### src/rtl/regwb_queue.sv
// regwb_queue: FIFO of pending register-file writes with a scoreboard lookup (busy_x) and optional forwarding (fwd_x, enabled by REGWB_FWD_EN).
// Latency: an entry pops on the edge after its transfer; regwr/rw/busw are registered, so the write appears the cycle after that pop edge.
// Backpressure: in_ready drops when full, flushing or in reset (never relaxed by a same-cycle pop); draining pauses while wr_stall is high.
module regwb_queue #(
    parameter int DEPTH = 4
) (
    input  logic                     clk,
    input  logic                     rst,
    input  logic                     in_valid,
    output logic                     in_ready,
    input  logic [4:0]               in_rw,
    input  logic [31:0]              in_data,
    input  logic                     wr_stall,
    input  logic                     flush,
    output logic                     regwr,
    output logic [4:0]               rw,
    output logic [31:0]              busw,
    input  logic [4:0]               qa,
    input  logic [4:0]               qb,
    output logic                     busy_a,
    output logic                     busy_b,
    output logic [31:0]              fwd_a,
    output logic [31:0]              fwd_b,
    output logic [$clog2(DEPTH):0]   count
);

    localparam int AW = $clog2(DEPTH);
    localparam int CW = AW + 1;

    typedef struct packed {
        logic [4:0]  rw;
        logic [31:0] dat;
    } ent_t;

    ent_t          mem [DEPTH];
    logic [AW-1:0] wr_ptr;
    logic [AW-1:0] rd_ptr;
    logic          push;
    logic          pop;
    logic [AW-1:0] idx;
    logic          hit_a;
    logic          hit_b;
    logic          last_a;
    logic          last_b;
`ifdef REGWB_FWD_EN
    logic [31:0]   qdat_a;
    logic [31:0]   qdat_b;
`endif

    // Space check only; a pop in the same cycle does not free a slot early.
    assign in_ready = rst && !flush && (count < CW'(DEPTH));

    // Writes to r0 complete the handshake but are never stored.
    assign push = in_valid && in_ready && (in_rw != 5'd0);

    // Drain one entry per cycle whenever the register-file port is free.
    assign pop = rst && !flush && !wr_stall && (count != '0);

    // Entry storage; only live slots are ever read, so no reset is needed.
    always_ff @(posedge clk) begin
        if (push) begin
            mem[wr_ptr] <= ent_t'({in_rw, in_data});
        end
    end

    // Pointers, occupancy and the registered register-file write port.
    always_ff @(posedge clk) begin
        if (!rst) begin
            wr_ptr <= '0;
            rd_ptr <= '0;
            count  <= '0;
            regwr  <= 1'b0;
            rw     <= '0;
            busw   <= '0;
        end else if (flush) begin
            // Flush beats push and pop; rw/busw keep their last values.
            wr_ptr <= '0;
            rd_ptr <= '0;
            count  <= '0;
            regwr  <= 1'b0;
        end else begin
            if (push) begin
                wr_ptr <= wr_ptr + AW'(1);
            end
            if (pop) begin
                rd_ptr <= rd_ptr + AW'(1);
                regwr  <= 1'b1;
                rw     <= mem[rd_ptr].rw;
                busw   <= mem[rd_ptr].dat;
            end else begin
                regwr  <= 1'b0;
            end
            case ({push, pop})
                2'b10:   count <= count + CW'(1);
                2'b01:   count <= count - CW'(1);
                default: count <= count;
            endcase
        end
    end

    // Scan live entries oldest to youngest so the last match seen is the youngest.
    always_comb begin
        hit_a = 1'b0;
        hit_b = 1'b0;
        idx   = '0;
`ifdef REGWB_FWD_EN
        qdat_a = '0;
        qdat_b = '0;
`endif
        for (int i = 0; i < DEPTH; i++) begin
            idx = rd_ptr + AW'(i);
            if (CW'(i) < count) begin
                if (mem[idx].rw == qa) begin
                    hit_a = 1'b1;
`ifdef REGWB_FWD_EN
                    qdat_a = mem[idx].dat;
`endif
                end
                if (mem[idx].rw == qb) begin
                    hit_b = 1'b1;
`ifdef REGWB_FWD_EN
                    qdat_b = mem[idx].dat;
`endif
                end
            end
        end
    end

    // The write currently on the register-file port is still in flight for readers.
    assign last_a = regwr && (rw == qa);
    assign last_b = regwr && (rw == qb);

    // r0 is never busy; anything else is busy while a queued or in-flight write targets it.
    assign busy_a = (qa != 5'd0) && (hit_a || last_a);
    assign busy_b = (qb != 5'd0) && (hit_b || last_b);

`ifdef REGWB_FWD_EN
    // Youngest queued value wins over the in-flight write.
    assign fwd_a = hit_a ? qdat_a : (last_a ? busw : 32'd0);
    assign fwd_b = hit_b ? qdat_b : (last_b ? busw : 32'd0);
`else
    // No forwarding: the datapath stalls on busy_x instead.
    assign fwd_a = 32'd0;
    assign fwd_b = 32'd0;
`endif

endmodule

### config.mk
export PLATFORM = sky130hd
export DESIGN_NAME = regwb_queue
export DESIGN_NICKNAME = d
export VERILOG_FILES = /design/src/rtl/regwb_queue.sv
export SDC_FILE = /design/constraint.sdc
export NUM_CORES = 1
export LEC_CHECK = 0
export CAP_MARGIN = 25
export CORE_ASPECT_RATIO = 1.75
export CORE_MARGIN = 5
export CORE_UTILIZATION = 57
export DETAILED_ROUTE_END_ITERATION = 8
export PLACE_DENSITY = 0.86
export SLEW_MARGIN = 10
export SYNTH_ARGS = -nofsm -noshare
export SYNTH_HDL_FRONTEND = slang
export SYNTH_SLANG_ARGS = --single-unit
### constraint.sdc
create_clock -name clk -period 7.1 [get_ports clk]
set_input_delay 1.775 -clock clk [delete_from_list [all_inputs] [get_ports clk]]
set_output_delay 1.775 -clock clk [all_outputs]
set_load 0.005 [all_outputs]
* Yosys cells after proc, flatten, opt, wreduce, memory -nomap -nowiden
Memories as Yosys holds them, arrays and structs flattened. A register that Yosys moved wholly into a read port is not among the register bits.
Index checks and enable logic that the tools add are counted.
** Word-level totals
- Output and inout port bits :: 108
- Memories :: 1
- Bits in registers :: 45
- Bits in writable memories :: 148
** Operators by class
- Equal/unequal tests :: 12
- Magnitude comparators :: 5
- Reduce and logical (&&, ||, !) cells :: 21
- Bitwise gates (word level) :: 2
- Add/subtract/negate cells :: 6
- Muxes and demuxes :: 22
** Memory list
- mem :: depth 4, width 37, read ports 4, clocked after Yosys merged registers in 1, write ports 1, RTL line 35 : ent_t mem [DEPTH];
** Operators with widths (number)
- $eq 5x5->1 :: 10
- $mux 1 :: 19
- $reduce_bool 5->1 :: 3
- $logic_and 1x1->1 :: 10
- $lt 1x3->1 const A :: 2
- $lt 2x3->1 const A :: 2
- $pmux 3 s2 :: 1
- $add 2x1->2 const B :: 2
- $add 2x2->2 const B :: 2
- $mux 2 :: 2
- $add 3x1->3 const B :: 1
- $lt 3x3->1 const B :: 1
- $reduce_bool 3->1 :: 1
- $sub 3x1->3 const B :: 1
- $eq 2x1->1 const B :: 1
- $eq 2x2->1 const B :: 1
- $logic_not 1->1 :: 2
- $logic_or 1x1->1 :: 2
- $not 1->1 :: 2
- $reduce_and 2->1 :: 1
- $reduce_bool 2->1 :: 1
- $reduce_or 2->1 :: 1

* Depth between registers and ports, before layout
Gate-level depths: netlist (run 1).
- Depth in word-level cells :: 11
- Depth in mapped cells :: 10
- Mapped depth without buffers :: 9

* Least setup slack after synthesis (run 1)
Ideal clock, no wire load.
- Path kind :: in2out
- From :: in qa[0]
- To :: out busy_a
- Data arrival time :: 2.805 ns
- Setup slack :: 2.520 ns
- Cell stages on the path :: 6
- Cell sequence :: clkbuf_1 o22ai_1 o21a_1 nor4_1 a21oi_1 a21oi_1
** On the way
- Cells in the longest elaborated chain, start to end :: 11
** RTL lines
- start: declaration :: RTL line 18 : input logic [4:0] qa,
- $eq 5x5->1 :: RTL line 113 : if (mem[idx].rw == qa) begin
- $mux 1 :: RTL line 113
- $mux 1 :: RTL line 112 : if (CW'(i) < count) begin
- $mux 1 :: RTL line 113
- $mux 1 :: RTL line 112
- $mux 1 :: RTL line 113
- $mux 1 :: RTL line 112
- $mux 1 :: RTL line 113
- $mux 1 :: RTL line 112
- $logic_or 1x1->1 :: RTL line 134 : assign busy_a = (qa != 5'd0) && (hit_a || last_a);
- $logic_and 1x1->1 * :: RTL line 134
- end: declaration :: RTL line 20 : output logic busy_a,
Mark *: on every way between the ends. The rest lies on a longest branch, timed or not.

* Final worst setup path (run 1)
Ends and elaborated chain as after synthesis.

==> metrics.md, run 1 <==
| Metric | Value |
|---|---|
| Setup crit start kind | `primary input` |
| Largest area contributor in the netlist | `edfxtp_1` |
| VDD IR max | `0.341 mV` |
| Reg2Reg Depth | `8` |
| Row count | `60` |
| Hold path start | `busw[13]` |
| DR iter-0 viols | `around 240` |
| Initial antenna violation count | `0` |
| Run status | `finished, final reports clean` |
| Final setup TNS | `0 ns` |
| Final slew viol count | `0` |
| Vias in the first global route | `a little over 5k` |
| Antenna Nets Post-Route | `0` |
| Fmax | `~180 MHz` |
| Most used DFF post-synth | `edfxtp_1` |
| Reg-to-reg endpoint | `count[2]` |
| Post-CTS Hold Fix Bufs | `0` |
| Yosys warns | `0` |
| WHS Endpoint | `busw[13]` |
| Final hold viol count | `0` |
| Most frequent cells in the layout | `edfxtp_1, clkdlybuf4s50_1, nand2_1, conb_1, mux4_2` |
| Relative max-transition margin | `32.0%` |
| Detailed Routing Iterations Pass 1 | `7` |
| DIE WIDTH | `just over 100 um` |
| Most common cell after layout, fill and taps aside | `edfxtp_1` |
| Die Area | `between 15000 and 20000 um^2` |
| Vias after detailed routing | `4882` |
| RSZ-0062 raised after global routing | `false` |
| Clk sinks | `between 150 and 200` |
| Post-synth EDFFs | `148` |
| Worst-Margin Slew | `~1.0 ns` |
| IO buf count | `95` |
| Nature of the critical path endpoint | `primary output` |
| CP arrival | `around 3.9 ns` |
| RR Startpoint | `count[0]` |
| CTS clk-pin slew, worst paths | `0.07 ns` |
| Initial Util | `a little under three fifths` |
| CTS resizes | `0` |
| TritonCTS buffer count | `17` |
| Kind of critical path | `in2out` |
| Seq/Total Area, Yosys | `between 60% and 70%` |
| HPWL after DPL | `between 10 and 15 mm` |
| Core Region | `roughly 15000 um^2` |
| Pre-CTS WS | `approximately 1.4 ns` |
| PwrDens | `between 200 and 250 nW/um^2` |
| Cells after Synth | `approximately 600` |
| Vias per Instance | `between 5 and 6` |
| Nets | `approximately 740` |
| Crit path required time | `between 5 and 6 ns` |
| Crit path cell chain | `clkdlybuf4s50_1, o221ai_1, o21a_1, nor4_1, a21oi_1, a21oi_1, clkdlybuf4s50_1` |
| CP bufs+invs | `2` |
| First-pass GRT wire length | `roughly 28 mm` |
| Largest net degree at the start of global routing | `around 40` |
| Synthesized flop and latch total | `roughly 200` |
| Clock Tree Root | `clkbuf_16` |
| Htree depth | `4` |
| Final setup fails | `0` |
| # Max-Cap Violations | `0` |
| Syn_area_per_cell | `about 15 um^2` |
| Period utilization | `between 80% and 90%` |
| Grt ovf | `0` |
| Synth unique cells | `39` |
| Worst setup margin | `1.39 ns` |
| Pwr Total | `2310 uW` |
| DR WL/cell | `around 20 um` |
| DR DRC count | `0` |
| Fin crit period | `around 5.7 ns` |
| Min-Delay Path Class | `reg2reg` |
| Die height | `approximately 170 um` |
| Crit-path max cell delay | `~0.74 ns` |
| Family with the most delay on the worst path | `buffers and inverters` |
| ANT cells | `0` |
| GRT Total Usage | `between 20% and 30%` |
| Crit-path max FO | `8` |
| Synth top area share | `51.0%` |
| Post-CTS Setup Repair Bufs | `0` |
| Final GP Congestion | `roughly 0.87` |
| IO Count | `160` |
| Clk_lat worst skew | `approximately 0.42 ns` |
| Hold WS | `roughly 0.46 ns` |
| Critical Path Stages | `7` |
| FF-to-FF setup slack | `~3.6 ns` |
| Top cells by area, synth | `edfxtp_1, mux4_2, dfxtp_1` |
| Slowest CP cell | `clkdlybuf4s50_1` |
| Worst hold path depth | `2` |
| Static Leakage | `around 0.0033 uW` |
| CTS tree | `built` |
| Share of cells above drive strength 1 | `14.0%` |
| Area delta synth->final | `16.9%` |
| Cell area after synthesis | `just under 9000 um^2` |
| Post-Route WL | `17.9 mm` |
| Max Buffers Root-to-Sink | `2` |
| Setup Skew | `0.0203 ns` |
| Post-synth ARST share | `0%` |
## final cells by class
cell class,instances,area (um^2)
multi-input cells,353,2910
clock inverters,14,186
well taps,186,233
clock buffers,18,429
repair buffers,99,1010
flip-flops and latches,195,5390
inverters,9,33.8
fillers,1016,5040
## Yosys cell counts (2+ instances only)
cell      count
a211oi_1      2
a21boi_0     37
a21oi_1       6
and2_1        4
and3_1        2
buf_2         6
buf_4        67
clkbuf_1     23
dfxtp_1      47
edfxtp_1    148
ha_1          9
inv_1         8
mux2_2        4
mux2i_1       5
mux4_2       49
nand2_1      76
nand4_1       4
nor2_1       11
nor3_1        5
nor4_1        6
or3_1         3
or4_1         2
xnor2_1      26
xor2_1       27
## sequential cells by signal, summed over array words and instances (netlist names), named ones only
| register | cells |
|---|---|
| rw | 5 |
| rd_ptr | 2 |
| regwr | 1 |
| busw | 32 |
| count | 3 |
| mem | 148 |
| wr_ptr | 2 |
## how the worst max path moves through the flow
stage	from	to	slack [ns]
after floorplan	qa[0]	busy_a	2.52
after global placement	qa[0]	busy_a	1.44
after detailed placement	qa[0]	busy_a	1.44
after CTS	qa[0]	busy_a	1.42
after global routing	qa[0]	busy_a	1.31
final	qa[0]	busy_a	1.39
## tightest hold or removal path, stage by stage, from the launching register on
cell and delay (ns):
dfxtp_1 0.31, nand2_1 0.04, a21boi_0 0.06
## kinds of logic after synthesis
logic type,Yosys count,share of synthesized area [%]
AO/OA/AOI/OAI,54,4.49
XOR/XNOR,53,5.32
AND/OR/NAND/NOR,115,5.71
adder cells (fa/ha/maj),9,1.29
other,1,0.0430
flip-flops,195,61.7
multiplexers,58,13.7
buffers and inverters,107,7.66
## power by group
group | switching (uW) | leakage [uW] | internal (uW)
clock network | 454 | 0.000298 | 511
logic | 56.0 | 0.00132 | 50.9
registers | 4.36 | 0.00172 | 1230
total | 514 | 0.00334 | 1800
## through the flow
step	cell area, um^2	util, %	std cells
final	10200	66.9	874
after CTS	10100	66.6	872
after floorplan	8960	-	655
after global routing	10200	66.9	874
after global placement	9530	62.5	840
after detailed placement	9530	62.5	840
## metal layers
metal / GRT usage, % / part of all wire (%) / wire length (um) / vias up
met3: 3.95 / 5.5 / 977 / 45
met5: 0 / 0 / 0 / -
met4: 12.5 / 4.8 / 864 / 0
met2: 35.5 / 55 / 9830 / 189
li1: - / - / - / 2212
met1: 22.0 / 35 / 6250 / 2436
Power figures use the tool's default switching activity.
==> run 2, diff against run 1 <==
--- a/config.mk
+++ b/config.mk
@@ -8,9 +8,9 @@
 export CAP_MARGIN = 25
 export CORE_ASPECT_RATIO = 1.75
 export CORE_MARGIN = 5
-export CORE_UTILIZATION = 57
+export CORE_UTILIZATION = 53
 export DETAILED_ROUTE_END_ITERATION = 8
-export PLACE_DENSITY = 0.86
+export PLACE_DENSITY = 0.81
 export SLEW_MARGIN = 10
 export SYNTH_ARGS = -nofsm -noshare
 export SYNTH_HDL_FRONTEND = slang
==> constraint.sdc (replaced) <==
create_clock -name clk -period 5.5 [get_ports clk]
set_input_delay 1.375 -clock clk [delete_from_list [all_inputs] [get_ports clk]]
set_output_delay 1.375 -clock clk [all_outputs]
set_load 0.005 [all_outputs]
==> metrics.md, run 2 (synthesized netlist as in run 1, its figures left out) <==
| Metric | Value |
|---|---|
| Run status | `finished, final reports clean` |
| Setup Skew | `between 0.015 and 0.02 ns` |
| Area delta synth->final | `17.0%` |
| Period utilization | `approximately 90%` |
| Most frequent cells in the layout | `edfxtp_1, clkdlybuf4s50_1, nand2_1, conb_1, mux4_2` |
| Vias after detailed routing | `just under 5k` |
| DR WL/cell | `20.7 um` |
| Worst-Margin Slew | `1.04 ns` |
| Max Buffers Root-to-Sink | `2` |
| IO Count | `160` |
| IO buf count | `between 90 and 100` |
| Largest Register | `mem` |
| Largest net degree at the start of global routing | `41` |
| Die Area | `between 15000 and 20000 um^2` |
| Max reg flops | `148` |
| Crit path required time | `slightly above 4 ns` |
| Fin cells | `just under 900` |
| Initial Util | `roughly 54%` |
| # Max-Cap Violations | `0` |
| Final GP Congestion | `roughly 0.83` |
| Most common cell after layout, fill and taps aside | `edfxtp_1` |
| Clk sinks | `195` |
| Fmax | `around 200 MHz` |
| Fillers | `1177` |
| Clock Tree Root | `clkbuf_16` |
| First-pass GRT wire length | `28.7 mm` |
| Antenna Nets Post-Route | `0` |
| GRT busiest layer | `met2` |
| Post-CTS Setup Repair Bufs | `0` |
| Placed insts | `851` |
| DR DRC count | `0` |
| Core Region | `about 16000 um^2` |
| Worst setup margin | `a little over 0.6 ns` |
| Nets | `~740` |
| Fin crit period | `4.89 ns` |
| Grt ovf | `0` |
| Met3 Usage GRT | `around 2.8%` |
| DIE WIDTH | `~110 um` |
| Post-route cell area | `between 10000 and 15000 um^2` |
| Routing usage on met1 | `between 20% and 30%` |
| Relative max-transition margin | `between 30% and 40%` |
| Vias in the first global route | `5104` |
| Share of cells above drive strength 1 | `about 14%` |
| GR Util met2 | `36.8%` |
| Hold WS | `about 0.47 ns` |
| Setup crit start kind | `primary input` |
| Post-Route WL | `between 15 and 20 mm` |
| Final setup TNS | `0 ns` |
| Crit-path max FO | `8` |
| Kind of critical path | `in2out` |
| VDD IR max | `0.220 mV` |
| CTS tree | `built` |
| Detailed Routing Iterations Pass 1 | `4` |
| Vias per Instance | `5.47` |
| Min-Delay Path Class | `reg2reg` |
| GRT Total Usage | `19.6%` |
| Post-CTS Hold Fix Bufs | `0` |
| Final slew viol count | `0` |
| CTS clk-pin slew, worst paths | `~0.07 ns` |
| Die height | `between 150 and 200 um` |
| Final setup fails | `0` |
| PwrDens | `around 290 nW/um^2` |
| Final hold viol count | `0` |
| Static Leakage | `between 0.003 and 0.004 uW` |
| DR iter-0 viols | `around 240` |
| Nature of the critical path endpoint | `primary output` |
| CTS resizes | `0` |
| Initial antenna violation count | `0` |
| Regs by FF count | `mem (148), busw (32), rw (5)` |
| Row count | `62` |
| TritonCTS buffer count | `17` |
| CP arrival | `between 3 and 4 ns` |
| FF-to-FF setup slack | `~2.3 ns` |
| ANT cells | `0` |
| Htree depth | `4` |
| HPWL after DPL | `12.8 mm` |
| Post-place instance area | `9580 um^2` |
| Pre-CTS WS | `roughly 0.62 ns` |
| Clk_lat worst skew | `0.43 ns` |
| RSZ-0062 raised after global routing | `false` |
[run 2: path summary, 6_finish.rpt]
path | start | end | depth (start not counted)
worst min register to register | busw[13] | busw[13] | 2
worst max-delay path | qa[0] | busy_a | 7
worst min-delay path | busw[13] | busw[13] | 2
worst max register to register | count[0] | count[2] | 9
[run 2: layer usage]
metal | vias up | part of all wire, %
li1 | 2226 | -
met1 | 2434 | 35
met2 | 155 | 57
met3 | 29 | 5.0
met4 | 0 | 3.1
met5 | - | 0
[run 2: worst max-delay path, stage by stage]
cell             delay [ns]
clkdlybuf4s50_1        0.73
o22ai_1                0.13
o21a_1                 0.21
nor4_1                 0.27
a21oi_1                0.12
a21oi_1                0.15
clkdlybuf4s50_1        0.52
[run 2: where the power goes]
group	internal (uW)	total (uW)	switching (uW)
Clock	612	1190	582
Combinational	66.8	138	71.2
Sequential	1590	1600	5.45
[run 2: per-stage QoR]
step / power (uW) / util [%]
floorplan: 1730 / -
global placement: 1760 / 58.8
detailed placement: 1770 / 58.8
CTS: 2950 / 62.4
global route: 3030 / 62.6
finish: 2930 / 62.6
[run 2: area by class of cell]
| type | instances | area [um^2] | share of cell area [%] |
|---|---|---|---|
| sequential | 195 | 5390 | 52.8 |
| clock buffer | 18 | 429 | 4.21 |
| inverter | 9 | 33.8 | 0.331 |
| clock inverter | 14 | 156 | 1.53 |
| tap | 192 | 240 | 2.35 |
| timing repair buffer | 104 | 1040 | 10.2 |
| multi-input combinational | 353 | 2910 | 28.5 |
==> RTL change 1, RTL diff (settings of run 2) <==
The parameter `DEPTH` goes from 4 to 8.
--- a/src/rtl/regwb_queue.sv
+++ b/src/rtl/regwb_queue.sv
@@ -2,7 +2,7 @@
 // Latency: an entry pops on the edge after its transfer; regwr/rw/busw are registered, so the write appears the cycle after that pop edge.
 // Backpressure: in_ready drops when full, flushing or in reset (never relaxed by a same-cycle pop); draining pauses while wr_stall is high.
 module regwb_queue #(
-    parameter int DEPTH = 4
+    parameter int DEPTH = 8
 ) (
     input  logic                     clk,
     input  logic                     rst,
Interface: changed (resized count); port bits go from 160 to 161. No check against the original RTL was run, so the function may have changed too.
==> RTL change 1 against run 2 <==
  * Sequential cell count grew 152
  * Total power up 73%
  * Setup slack lost 0.45 ns
  * Critical path depth is 5 higher
  * Cell area rose by 85%
  * Hold slack better by 0.027 ns
  * Area after synthesis rose by 90%
  * Fmax decreased by 8.4%
  * Routed wire length is 110% higher
  * Final cell count is 76% higher
  * Critical path type is now register to output pin
  * Critical endpoint is now busy_b
  * Largest power group unchanged
==> RTL change 1: results (changes against run 2) <==
clocking:
  cts_buffer_depth: 3  # +1
  htreeDepth: 1  # -3
  numCtsBuffers: 29  # +12
  clock_latency_ns: 0.57  # +0.14 ns
finish:
  final_cells: 1560  # +76%
  nets: 1203  # +62%
  fillCellCount: 2215  # +88%
  drive_above_1_share: 0.1997  # +0.05536
  finish.utilization: 0.6121  # -0.01406
outcome:
  status: "completed"
grt:
  grt_max_degree: 80  # +95%
  grt_pass1_vias: 9714  # +90%
  track_usage: 0.2189  # +0.02329
  grt_pass1_wl_um: 57850  # +100%
  antenna_found_initial: 2  # +2
power:
  p_leak_nw: 6.429  # +92%
  p_int_mw: 4.052  # +78%
  peakVddDrop_uv: 308.8  # +40%
placed_design:
  placed_cells: 1503  # +77%
  port-buffer-count: 96  # +1.1%
  post-place-ws_ns: 0.3129  # -0.3064 ns
  postPlaceCellArea_mm2: 0.01793  # +87%
  gp_congestion: 1.012  # +21%
  dpl.hpwl_um: 25860  # +100%
logic_synthesis:
  synth_cells: 1035  # +75%
  yosysWarningCount: 0  # unchanged
  synth_compound_area_frac: 0.04411  # -0.0007893
  synth_edf_count: 296  # +100%
  synth_common_cells: "296 x edfxtp_1, 117 x mux4_2, 68 x mux2i_1"
  ys_seq_area_frac: 0.5972  # -0.02022
  synth_cell_types: 48  # +23%
  synthAdderAreaFrac: 0.005278  # -0.007632
  post_synth_xor_area_fraction: 0.05753  # +0.004312
  synth_mux_area_frac: 0.2015  # +0.06405
  ys_top_cells_by_area: "edfxtp_1 54%, mux4_2 16%, dfxtp_1 6.2%"
worst_setup_path:
  r2r-end: "busw[11]$_SDFFE_PN0P_"
  crit_path_start: "rd_ptr[1]$_SDFFE_PP0P_"
  r2r_cells: 6  # -3
  crit_fanout: 19  # +11
  worstPathArrival_ns: 3.96  # +0.45 ns
  critPathMaxStageDelay_ns: 0.63  # -0.10 ns
  slowest_stage: "mux4_2"
min_path:
  worstHoldEndpoint: "busw[20]$_SDFFE_PN0P_"
  worstHoldStart: "busw[20]$_SDFFE_PN0P_"
  hold_depth: 1  # -1
detailed_routing:
  drt-pass1-iter-count: 7  # +3
  wl_um: 38410  # +110%
  vias: 9430  # +95%
  drtIter0Drc: 682  # +180%
sta:
  worst_slew_pin_slew_ns: 0.8701  # -0.1689 ns
  fin_skew_ns: 0.01881  # -0.001156 ns
  min_period_over_period: 0.9702  # +0.08185
[RTL change 1: changes by cell type after synthesis, moves of 13 or more]
cell	delta
nand2_1	-16
xnor2_1	+20
xor2_1	+31
nor3_1	+17
mux2i_1	+63
nor2_1	+24
mux4_2	+68
a21boi_0	-37
edfxtp_1	+148
nand3_1	+13
o211a_1	+38
[RTL change 1: critical path, delay by kind of cell, from the launching register on]
family                     cells  cell delay (ns)
buffers and inverters          4             1.03
muxes                          1             0.63
and+or+nand+nor                3             0.56
adders and majority gates      1             0.42
DFF                            1             0.36
AOI/OAI and AO/OA              2             0.22
xor gates and xnor gates       1             0.18
[RTL change 1: final cells by class]
type / instances / share of cell area
sequential: 347 / 0.5255
multi-input combinational: 614 / 0.3253
timing repair buffer: 144 / 0.07211
clock buffer: 41 / 0.04348
tap: 391 / 0.02591
clock inverter: 13 / 0.005766
inverter: 8 / 0.001591
antenna: 2 / 0.0002651
[RTL change 1: logic make-up after synthesis]
group / after synthesis
flops: 347
mux: 187
simple gates: 159
buf+inv: 137
xor+xnor: 106
compound gates: 91
fa+ha+maj: 7
other cells: 1
[RTL change 1: what timing repair did]
item,CTS,global route
buffers inserted,0,1
setup endpoints to repair,0,1
resized for setup,0,3
[RTL change 1: per-layer routing]
layer	wire [µm]	global-route usage	share of wire	vias up
li1	-	-	-	4141
met1	13160	0.2466	0.34	4769
met2	20990	0.4008	0.55	410
met3	2136	0.02522	0.056	110
met4	2126	0.1125	0.055	0
met5	0	0	0	-
[RTL change 1: power groups by stage]
stage                     Combinational [mW]  Sequential (mW)  Clock, mW
after CTS                              0.220             2.87       2.01
final                                  0.224             2.87       1.98
after detailed placement               0.219             2.93          0
after global routing                   0.241             2.87       2.13
after floorplan                        0.139             2.93          0
after global placement                 0.215             2.92          0
==> RTL change 2, RTL diff (settings of run 2) <==
Without the edit above. Register the output `count` once more; this adds one clock of latency there. The other outputs are not delayed to match.
--- a/src/rtl/regwb_queue.sv
+++ b/src/rtl/regwb_queue.sv
@@ -32,6 +32,8 @@
         logic [31:0] dat;
     } ent_t;
 
+    logic [$clog2(DEPTH):0] count_s0;
+
     ent_t          mem [DEPTH];
     logic [AW-1:0] wr_ptr;
     logic [AW-1:0] rd_ptr;
@@ -48,13 +50,13 @@
 `endif
 
     // Space check only; a pop in the same cycle does not free a slot early.
-    assign in_ready = rst && !flush && (count < CW'(DEPTH));
+    assign in_ready = rst && !flush && (count_s0 < CW'(DEPTH));
 
     // Writes to r0 complete the handshake but are never stored.
     assign push = in_valid && in_ready && (in_rw != 5'd0);
 
     // Drain one entry per cycle whenever the register-file port is free.
-    assign pop = rst && !flush && !wr_stall && (count != '0);
+    assign pop = rst && !flush && !wr_stall && (count_s0 != '0);
 
     // Entry storage; only live slots are ever read, so no reset is needed.
     always_ff @(posedge clk) begin
@@ -68,7 +70,7 @@
         if (!rst) begin
             wr_ptr <= '0;
             rd_ptr <= '0;
-            count  <= '0;
+            count_s0 <= '0;
             regwr  <= 1'b0;
             rw     <= '0;
             busw   <= '0;
@@ -76,7 +78,7 @@
             // Flush beats push and pop; rw/busw keep their last values.
             wr_ptr <= '0;
             rd_ptr <= '0;
-            count  <= '0;
+            count_s0 <= '0;
             regwr  <= 1'b0;
         end else begin
             if (push) begin
@@ -91,9 +93,9 @@
                 regwr  <= 1'b0;
             end
             case ({push, pop})
-                2'b10:   count <= count + CW'(1);
-                2'b01:   count <= count - CW'(1);
-                default: count <= count;
+                2'b10:   count_s0 <= count_s0 + CW'(1);
+                2'b01:   count_s0 <= count_s0 - CW'(1);
+                default: count_s0 <= count_s0;
             endcase
         end
     end
@@ -109,7 +111,7 @@
 `endif
         for (int i = 0; i < DEPTH; i++) begin
             idx = rd_ptr + AW'(i);
-            if (CW'(i) < count) begin
+            if (CW'(i) < count_s0) begin
                 if (mem[idx].rw == qa) begin
                     hit_a = 1'b1;
 `ifdef REGWB_FWD_EN
@@ -144,5 +146,9 @@
     assign fwd_b = 32'd0;
 `endif
 
+    always_ff @(posedge clk) begin
+        count <= count_s0;
+    end
+
 endmodule
 
Formal check against the unedited RTL: not equivalent (Yosys sat finds a counterexample within 4 cycles, from zero or initial values and one cycle with rst low).
==> RTL change 2 against run 2 <==
  * Sequential share of layout area is 0.33 points lower
  * Routed wire length is 1.2% lower
  * Largest power group unchanged
  * Count of clock-buffer cells in the layout increased by 5
  * Clock power fell by 8%
  * Critical path type unchanged
  * Register-to-register slack better by 0.16 ns
  * Sequential cell count rose by 3
  * Setup slack got worse by 0.025 ns
  * Hold slack got worse by 0.055 ns
  * Highest routed layer unchanged
  * Core utilization increased by 0.20 points
  * Area after synthesis up 2.2%
  * Final cell count grew 6.2%
  * Total power decreased by 2.3%
  * Cell area rose by 1.8%
==> RTL change 2: results (changes against run 2) <==
logic_synthesis:
  synth_common_cells: "148 x edfxtp_1, 78 x nand2_1, 64 x buf_4"
  ys_seq_area_frac: 0.6106  # -0.006779
  synth_cells: 616  # +4.1%
  ys_top_cells_by_area: "edfxtp_1 50%, dfxtp_1 11%, mux4_2 10%"
worst_setup_path:
  worstPathArrival_ns: 3.54  # +0.03 ns
  crit_fanout: 7  # -1
  r2r_cells: 10  # +1
sta:
  fin_skew_ns: 0.006274  # -0.01369 ns
  worst_slew_pin_slew_ns: 1.033  # -0.006457 ns
power:
  peakVddDrop_uv: 265.1  # +20%
  p_seq_frac: 0.566  # +0.021
  switchingPower_uw: 584.9  # -11%
detailed_routing:
  drtIter0Drc: 300  # +24%
  wl_um: 18120  # -1.2%
  wl_met1_um: 6366  # -0.56%
  wl_met2_um: 10110  # -3.4%
  wl_met3_um: 877  # -3.9%
  vias: 4990  # +3.0%
finish:
  drive_above_1_share: 0.1217  # -0.02262
  nets: 763  # +3.0%
grt:
  grt_use_met2: 0.3465  # -0.02179
  grt_pass1_vias: 5270  # +3.3%
  antenna_found_initial: 1  # +1
  grt_pass1_wl_um: 28150  # -1.9%
  track_usage: 0.1906  # -0.004986
clocking:
  clock_latency_ns: 0.41  # -0.02 ns
min_path:
  hold_depth: 0  # -2
placed_design:
  dpl.hpwl_um: 12410  # -2.9%
outcome:
  status: "completed"
[RTL change 2: changes by cell type in the layout (fill, tap and decap cells not counted), moves of 3 or more]
| cell | delta |
|---|---|
| clkbuf_1 | +4 |
| clkinvlp_4 | +4 |
| dfxtp_1 | +3 |
| inv_8 | -5 |
| mux2_2 | -3 |
| mux2i_1 | +16 |
| mux4_1 | +4 |
| mux4_2 | -8 |
| o21ai_0 | +4 |
| xnor2_1 | +7 |
[RTL change 2: worst max-delay path, stage by stage]
cell,delay [ns]
clkdlybuf4s50_1,0.66
xor2_1,0.19
nand2_1,0.07
a2111oi_0,0.44
a21oi_1,0.12
a21oi_1,0.16
clkdlybuf4s50_1,0.51
[RTL change 2: logic make-up after synthesis]
family                     count (synthesis)  synth area share
other                                      1         0.0004205
DFF                                      198            0.6106
adders and majority gates                  9           0.01263
xor gates and xnor gates                  58           0.05697
and+or+nand+nor                          120           0.05893
buffers and inverters                    109           0.07703
AOI/OAI and AO/OA                         54           0.04322
muxes                                     67            0.1402
[RTL change 2: worst paths after layout]
check / start / end / slack [ns]
worst max-delay path: qa[2] / busy_a / 0.59
worst min-delay path: count_s0[1]$_SDFFE_PP0P_ / count[1]$_DFF_P_ / 0.41
worst max register to register: count_s0[0]$_SDFFE_PP0P_ / count_s0[2]$_SDFFE_PP0P_ / 2.48
worst min register to register: count_s0[1]$_SDFFE_PP0P_ / count[1]$_DFF_P_ / 0.41
[RTL change 2: layout make-up]
type | count | area, µm²
clock buffer | 23 | 457.9
fill | 1244 | 6143
sequential | 198 | 5448
timing repair buffer | 106 | 1066
tap | 224 | 280.3
antenna | 1 | 2.502
clock inverter | 9 | 72.57
inverter | 7 | 26.28
multi-input combinational | 372 | 3027
